## config.mk

```make
export PLATFORM = sky130hd
export DESIGN_NAME = falu_issue_ctrl
export DESIGN_NICKNAME = d
export VERILOG_FILES = /design/src/rtl/falu_pkg.sv /design/src/rtl/falu_lat_lut.sv /design/src/rtl/falu_issue_ctrl.sv
export SDC_FILE = /design/constraint.sdc
export NUM_CORES = 1
export LEC_CHECK = 0
export ABC_AREA = 1
export CAP_MARGIN = 0
export CORE_MARGIN = 3
export CORE_UTILIZATION = 25
export DETAILED_ROUTE_END_ITERATION = 7
export PLACE_DENSITY = 0.64
export SLEW_MARGIN = 10
export SYNTH_ARGS = -nofsm -noshare
export SYNTH_HDL_FRONTEND = slang
export SYNTH_SLANG_ARGS = --single-unit
```

## constraint.sdc

```tcl
create_clock -name CLK -period 1.5 [get_ports CLK]
set_input_delay 0.3 -clock CLK [delete_from_list [all_inputs] [get_ports CLK]]
set_output_delay 0.3 -clock CLK [all_outputs]
set_load 0.01 [all_outputs]
```

## src/rtl/falu_pkg.sv

```systemverilog
// Shared definitions for the floating ALU issue path: function codes,
// issue FSM states and the per-function latency selection.
package falu_pkg;

  localparam logic [4:0] F_FMADD   = 5'd0;
  localparam logic [4:0] F_FNMADD  = 5'd1;
  localparam logic [4:0] F_FMSUB   = 5'd2;
  localparam logic [4:0] F_FNMSUB  = 5'd3;
  localparam logic [4:0] F_ADD     = 5'd4;
  localparam logic [4:0] F_SUB     = 5'd5;
  localparam logic [4:0] F_MUL     = 5'd6;
  localparam logic [4:0] F_DIV     = 5'd7;
  localparam logic [4:0] F_FSQRT   = 5'd8;
  localparam logic [4:0] F_FSGNJ   = 5'd9;
  localparam logic [4:0] F_FSGNJN  = 5'd10;
  localparam logic [4:0] F_FSGNJX  = 5'd11;
  localparam logic [4:0] F_MIN_MAX = 5'd12;
  localparam logic [4:0] F_CLASS   = 5'd13;
  localparam logic [4:0] F_FMV_X_W = 5'd14;
  localparam logic [4:0] F_FMV_W_X = 5'd15;
  localparam logic [4:0] F_NOP     = 5'h1F;

  typedef enum logic [1:0] {
    ST_IDLE = 2'd0,
    ST_EXEC = 2'd1,
    ST_RESP = 2'd2
  } state_t;

  // Illegal codes fall through to base; legality is decided separately.
  function automatic logic [3:0] lat_sel(
    input logic [4:0] func,
    input logic [3:0] base_lat,
    input logic [3:0] fma_lat,
    input logic [3:0] div_lat,
    input logic [3:0] sqrt_lat
  );
    case (func)
      F_FMADD, F_FNMADD, F_FMSUB, F_FNMSUB: lat_sel = fma_lat;
      F_DIV:                                lat_sel = div_lat;
      F_FSQRT:                              lat_sel = sqrt_lat;
      default:                              lat_sel = base_lat;
    endcase
  endfunction

endpackage

```

## src/rtl/falu_lat_lut.sv

```systemverilog
// Combinational decode of a function code into a legal flag and the
// number of cycles the selected ALU unit needs.
module falu_lat_lut #(
  parameter int unsigned BASE_LAT = 1,
  parameter int unsigned FMA_LAT  = 2,
  parameter int unsigned DIV_LAT  = 2,
  parameter int unsigned SQRT_LAT = 2
) (
  input  logic [4:0] func,
  output logic       legal,
  output logic [3:0] lat
);
  import falu_pkg::*;

  localparam logic [3:0] BASE4 = 4'(BASE_LAT);
  localparam logic [3:0] FMA4  = 4'(FMA_LAT);
  localparam logic [3:0] DIV4  = 4'(DIV_LAT);
  localparam logic [3:0] SQRT4 = 4'(SQRT_LAT);

  always_comb begin
    legal = ~func[4];
    lat   = lat_sel(func, BASE4, FMA4, DIV4, SQRT4);
  end

endmodule

```

## src/rtl/falu_issue_ctrl.sv

```systemverilog
// Issue controller in front of the floating ALU: accepts one request, holds
// the function code on the ALU for the unit latency, returns the result.
module falu_issue_ctrl #(
  parameter int unsigned OP_DATA_WIDTH = 32,
  parameter int unsigned BASE_LAT      = 1,
  parameter int unsigned FMA_LAT       = 2,
  parameter int unsigned DIV_LAT       = 2,
  parameter int unsigned SQRT_LAT      = 2
) (
  input  logic                     CLK,
  input  logic                     RST,
  input  logic                     req_valid,
  output logic                     req_ready,
  input  logic [4:0]               req_func,
  input  logic [OP_DATA_WIDTH-1:0] req_a,
  input  logic [OP_DATA_WIDTH-1:0] req_b,
  input  logic [OP_DATA_WIDTH-1:0] req_c,
  output logic [4:0]               alu_func,
  output logic [OP_DATA_WIDTH-1:0] alu_a,
  output logic [OP_DATA_WIDTH-1:0] alu_b,
  output logic [OP_DATA_WIDTH-1:0] alu_c,
  input  logic [OP_DATA_WIDTH-1:0] alu_res,
  output logic                     rsp_valid,
  input  logic                     rsp_ready,
  output logic [OP_DATA_WIDTH-1:0] rsp_data,
  output logic [4:0]               rsp_func,
  output logic                     rsp_err,
  output logic                     busy,
  output logic [1:0]               dbg_state
);
  import falu_pkg::*;

  // Handshakes: a transfer happens on a rising edge where valid && ready;
  // a requester holds valid and payload stable until ready, and the
  // controller holds the response stable until rsp_ready.

  state_t                   state_q, state_d;
  logic [3:0]               cnt_q, cnt_d;
  logic                     req_legal;
  logic [3:0]               req_lat;
  logic [4:0]               func_q;
  logic [OP_DATA_WIDTH-1:0] rsp_data_q;
  logic                     rsp_err_q;
  logic                     accept;
  logic                     exec_done;

  falu_lat_lut #(
    .BASE_LAT (BASE_LAT),
    .FMA_LAT  (FMA_LAT),
    .DIV_LAT  (DIV_LAT),
    .SQRT_LAT (SQRT_LAT)
  ) u_lat_lut (
    .func  (req_func),
    .legal (req_legal),
    .lat   (req_lat)
  );

  always_ff @(posedge CLK or negedge RST) begin
    if (!RST) begin
      state_q <= ST_IDLE;
      cnt_q   <= 4'd0;
    end else begin
      state_q <= state_d;
      cnt_q   <= cnt_d;
    end
  end

  always_comb begin
    state_d = state_q;
    cnt_d   = cnt_q;
    case (state_q)
      ST_IDLE: begin
        if (req_valid) begin
          if (req_legal) begin
            state_d = ST_EXEC;
            cnt_d   = req_lat - 4'd1;
          end else begin
            state_d = ST_RESP;
          end
        end
      end
      ST_EXEC: begin
        if (cnt_q == 4'd0) state_d = ST_RESP;
        else               cnt_d   = cnt_q - 4'd1;
      end
      ST_RESP: begin
        if (rsp_ready) state_d = ST_IDLE;
      end
      default: state_d = ST_IDLE;
    endcase
  end

  always_comb begin
    req_ready = (state_q == ST_IDLE);
    rsp_valid = (state_q == ST_RESP);
    busy      = (state_q != ST_IDLE);
    alu_func  = (state_q == ST_EXEC) ? func_q : F_NOP;
    dbg_state = state_q;
  end

  assign accept    = (state_q == ST_IDLE) && req_valid;
  assign exec_done = (state_q == ST_EXEC) && (cnt_q == 4'd0);

  // Operands only move for legal codes so a rejected op leaves the ALU inputs alone.
  always_ff @(posedge CLK or negedge RST) begin
    if (!RST) begin
      func_q     <= 5'd0;
      alu_a      <= '0;
      alu_b      <= '0;
      alu_c      <= '0;
      rsp_data_q <= '0;
      rsp_err_q  <= 1'b0;
    end else begin
      if (accept) begin
        func_q <= req_func;
        if (req_legal) begin
          alu_a <= req_a;
          alu_b <= req_b;
          alu_c <= req_c;
        end else begin
          rsp_data_q <= '0;
          rsp_err_q  <= 1'b1;
        end
      end
      if (exec_done) begin
        rsp_data_q <= alu_res;
        rsp_err_q  <= 1'b0;
      end
    end
  end

  assign rsp_data = rsp_data_q;
  assign rsp_func = func_q;
  assign rsp_err  = rsp_err_q;

endmodule

```

==> impl_metrics.yaml <==
power_and_ir_drop:
  fin_total_pwr_mw: 20.0
  ir_drop_uv: 800
  power_density_nw_per_um2: 1930
  power.leakage_nw: 5.48
global_route:
  track_usage: 0.146
  grt_first_pass_wirelength_um: 28000
  antenna_found_initial: 0
  grt_max_degree: 55
  grt_pass1_vias: 5218
  overflow: 0
cells_and_area:
  drive_gt1_frac: 0.204
  syn2layout_area_growth_pct: 87.8
  antenna_cells: 0
  fin_area_um2: 10400
  final_net_count: 1105
  mostFrequentLayoutCell: "nand2_1"
  final_cell_mix: "341 x nand2_1, 140 x dfrtp_1, 135 x clkdlybuf4s50_1"
floorplanning:
  fp-row-count: 53
  die_area_um2: 23900
  io_pins: 281
  die_y_um: 155
  core_area_um2: 21400
  die_x_um: 155
  start_util: 0.259
cts:
  htree_levels: 4
  path_clk_slew_ps: 70
  cts_made_buffers: 17
  clk_latency_ps: 410
  clockBufferDepth: 2
  root_buffer: "clkbuf_16"
  clock-sinks: 140
  cts_tree: "built"
drt:
  firstDrtPassIters: 6
  first_iter_violations: 268
  ant_nets: 0
  wirelength_um: 20200
  drc_errors: 0
  routed_via_density: 4.24
  drt-wirelength-per-cell_um: 16.1
  vias: 5316
logic_synthesis:
  syn_area_per_cell_um2: 8.82
  synth_top_area_share: 0.634
  synth_nets: 764
  synth-seq-cells: 140
  synth_top_area_cell: "dfrtp_1"
  synth-seq-area-share: 0.634
  ys.warnings.count: 0
  ys_types: 21
  syn_area_um2: 5520
  syn_inst: 626
  synth_area_leaders: "dfrtp_1 63%, nand2_1 28%, buf_6 2.0%, buf_4 1.1%, inv_1 1.0%"
flow_run:
  cap_viol_max_count: 0
timing:
  hold_viol_final: 0
  tightest_slew_ps: 332
  tns_ps: -12500
  slew_viol_final: 0
  grt_setup_unrepaired: "true"
  setup_ws_ps: -150
  timing.max_slew.rel_slack: 0.779
  period_needed_ps: 1650
  period_share: 1.10
  finalSetupViolations: 140
  skew_ps: 6.25
  timing.fmax_mhz: 606
placed_design:
  port_buffers: 280
  postPlaceCellArea_um2: 8800
  routabilityCongestion: 0.752
  dp_hpwl_um: 12300
status:
  violations: "negative setup slack"
  status: "finished with violations"
critical_path:
  critPathKind: "flop to output port"
  cp_max_fo: 6
  endpoint_kind: "output port"
  start_kind: "flop"
  crit_required_ps: 1200
  crit_arrival_ps: 1350
min_path:
  hp-class: "input port to async pin"
## Yosys cell counts
library cell,number
ha_1,1
a21oi_1,1
or2_2,4
buf_2,9
o21ai_1,1
o21ai_0,9
nand4_1,1
nor2_1,3
buf_6,10
o21a_1,1
dfrtp_1,140
nand2_4,1
nand3_1,5
nand3_2,1
buf_4,8
nor2_4,1
inv_1,15
inv_2,6
nand3b_1,1
nand2_1,405
nand2_2,3
## final timing paths
check / startpoint / end / slack (ps) / cells after the start
max in group asynchronous: RST / rsp_func[2] / 590 / 3
max reg2reg: dbg_state[0] / rsp_data[17] / -140 / 11
min reg2reg: alu_c[13] / alu_c[13] / 470 / 2
min: RST / rsp_data[18] / 340 / 2
min in group CLK: req_c[25] / alu_c[25] / 420 / 3
max: dbg_state[0] / alu_func[2] / -150 / 4
## per-layer routing
metal,GRT usage,routed length [um],vias up,part of all wire
met1,0.175,8100,2522,0.40
met2,0.242,10100,201,0.50
met5,0,0,-,0
met4,0.0404,248,0,0.012
li1,-,-,2577,-
met3,0.0613,1750,16,0.087
## state kept, by name (all words and copies together), names as in the netlist
name       flops
alu_a         32
alu_b         32
alu_c         32
rsp_data      32
rsp_func       5
cnt_q          4
dbg_state      2
rsp_err        1
## stage by stage
step           hold slack, ps  setup slack (ps)  cells  utilization
3_5_place_dp              218              -253   1186        0.412
4_1_cts                   332              -173   1226        0.443
2_1_floorplan            4.41               199    626            -
3_3_place_gp              216              -267   1186        0.412
6_report                  342              -150   1254        0.486
5_1_grt                   358              -236   1254        0.486
## critical path: stages (launching register included)
cell	delay (ps)
dfrtp_1	390
buf_6	140
nand2_8	60
or2_4	230
buf_6	120
## what timing repair did
item / CTS / global route
setup buffers: 6 / 9
resized for setup: 213 / 135
hold endpoints to repair: 24 / 0
hold buffers: 1 / 0
pin swaps: 4 / 26
gates cloned: 3 / 20
endpoints found under the setup margin: 242 / 146
## area by class of cell
cell class / count / area [um2]
fill: 2010 / 11000
multi-input combinational: 439 / 2110
sequential: 140 / 3500
tap: 275 / 344
timing repair buffer: 347 / 3670
timing repair inverter: 1 / 16.3
clock buffer: 19 / 443
inverter: 21 / 118
clock inverter: 12 / 163
## where the power goes
| part | switching [mW] | internal, mW | total [mW] |
|---|---|---|---|
| sequential | 1.01 | 5.50 | 6.52 |
| combinational | 4.51 | 4.59 | 9.10 |
| clock | 1.75 | 2.68 | 4.42 |
| total | 7.27 | 12.8 | 20.0 |
## cell families (layout without fill, tap and decap cells)
| group | after synthesis | in the layout | share of synthesized area |
|---|---|---|---|
| buf+inv | 48 | 400 | 0.0537 |
| simple gates | 425 | 426 | 0.298 |
| flops | 140 | 140 | 0.634 |
| compound gates | 12 | 12 | 0.0113 |
| fa+ha+maj | 1 | 1 | 0.00227 |
No activity file was read; power rests on OpenSTA's default activity.
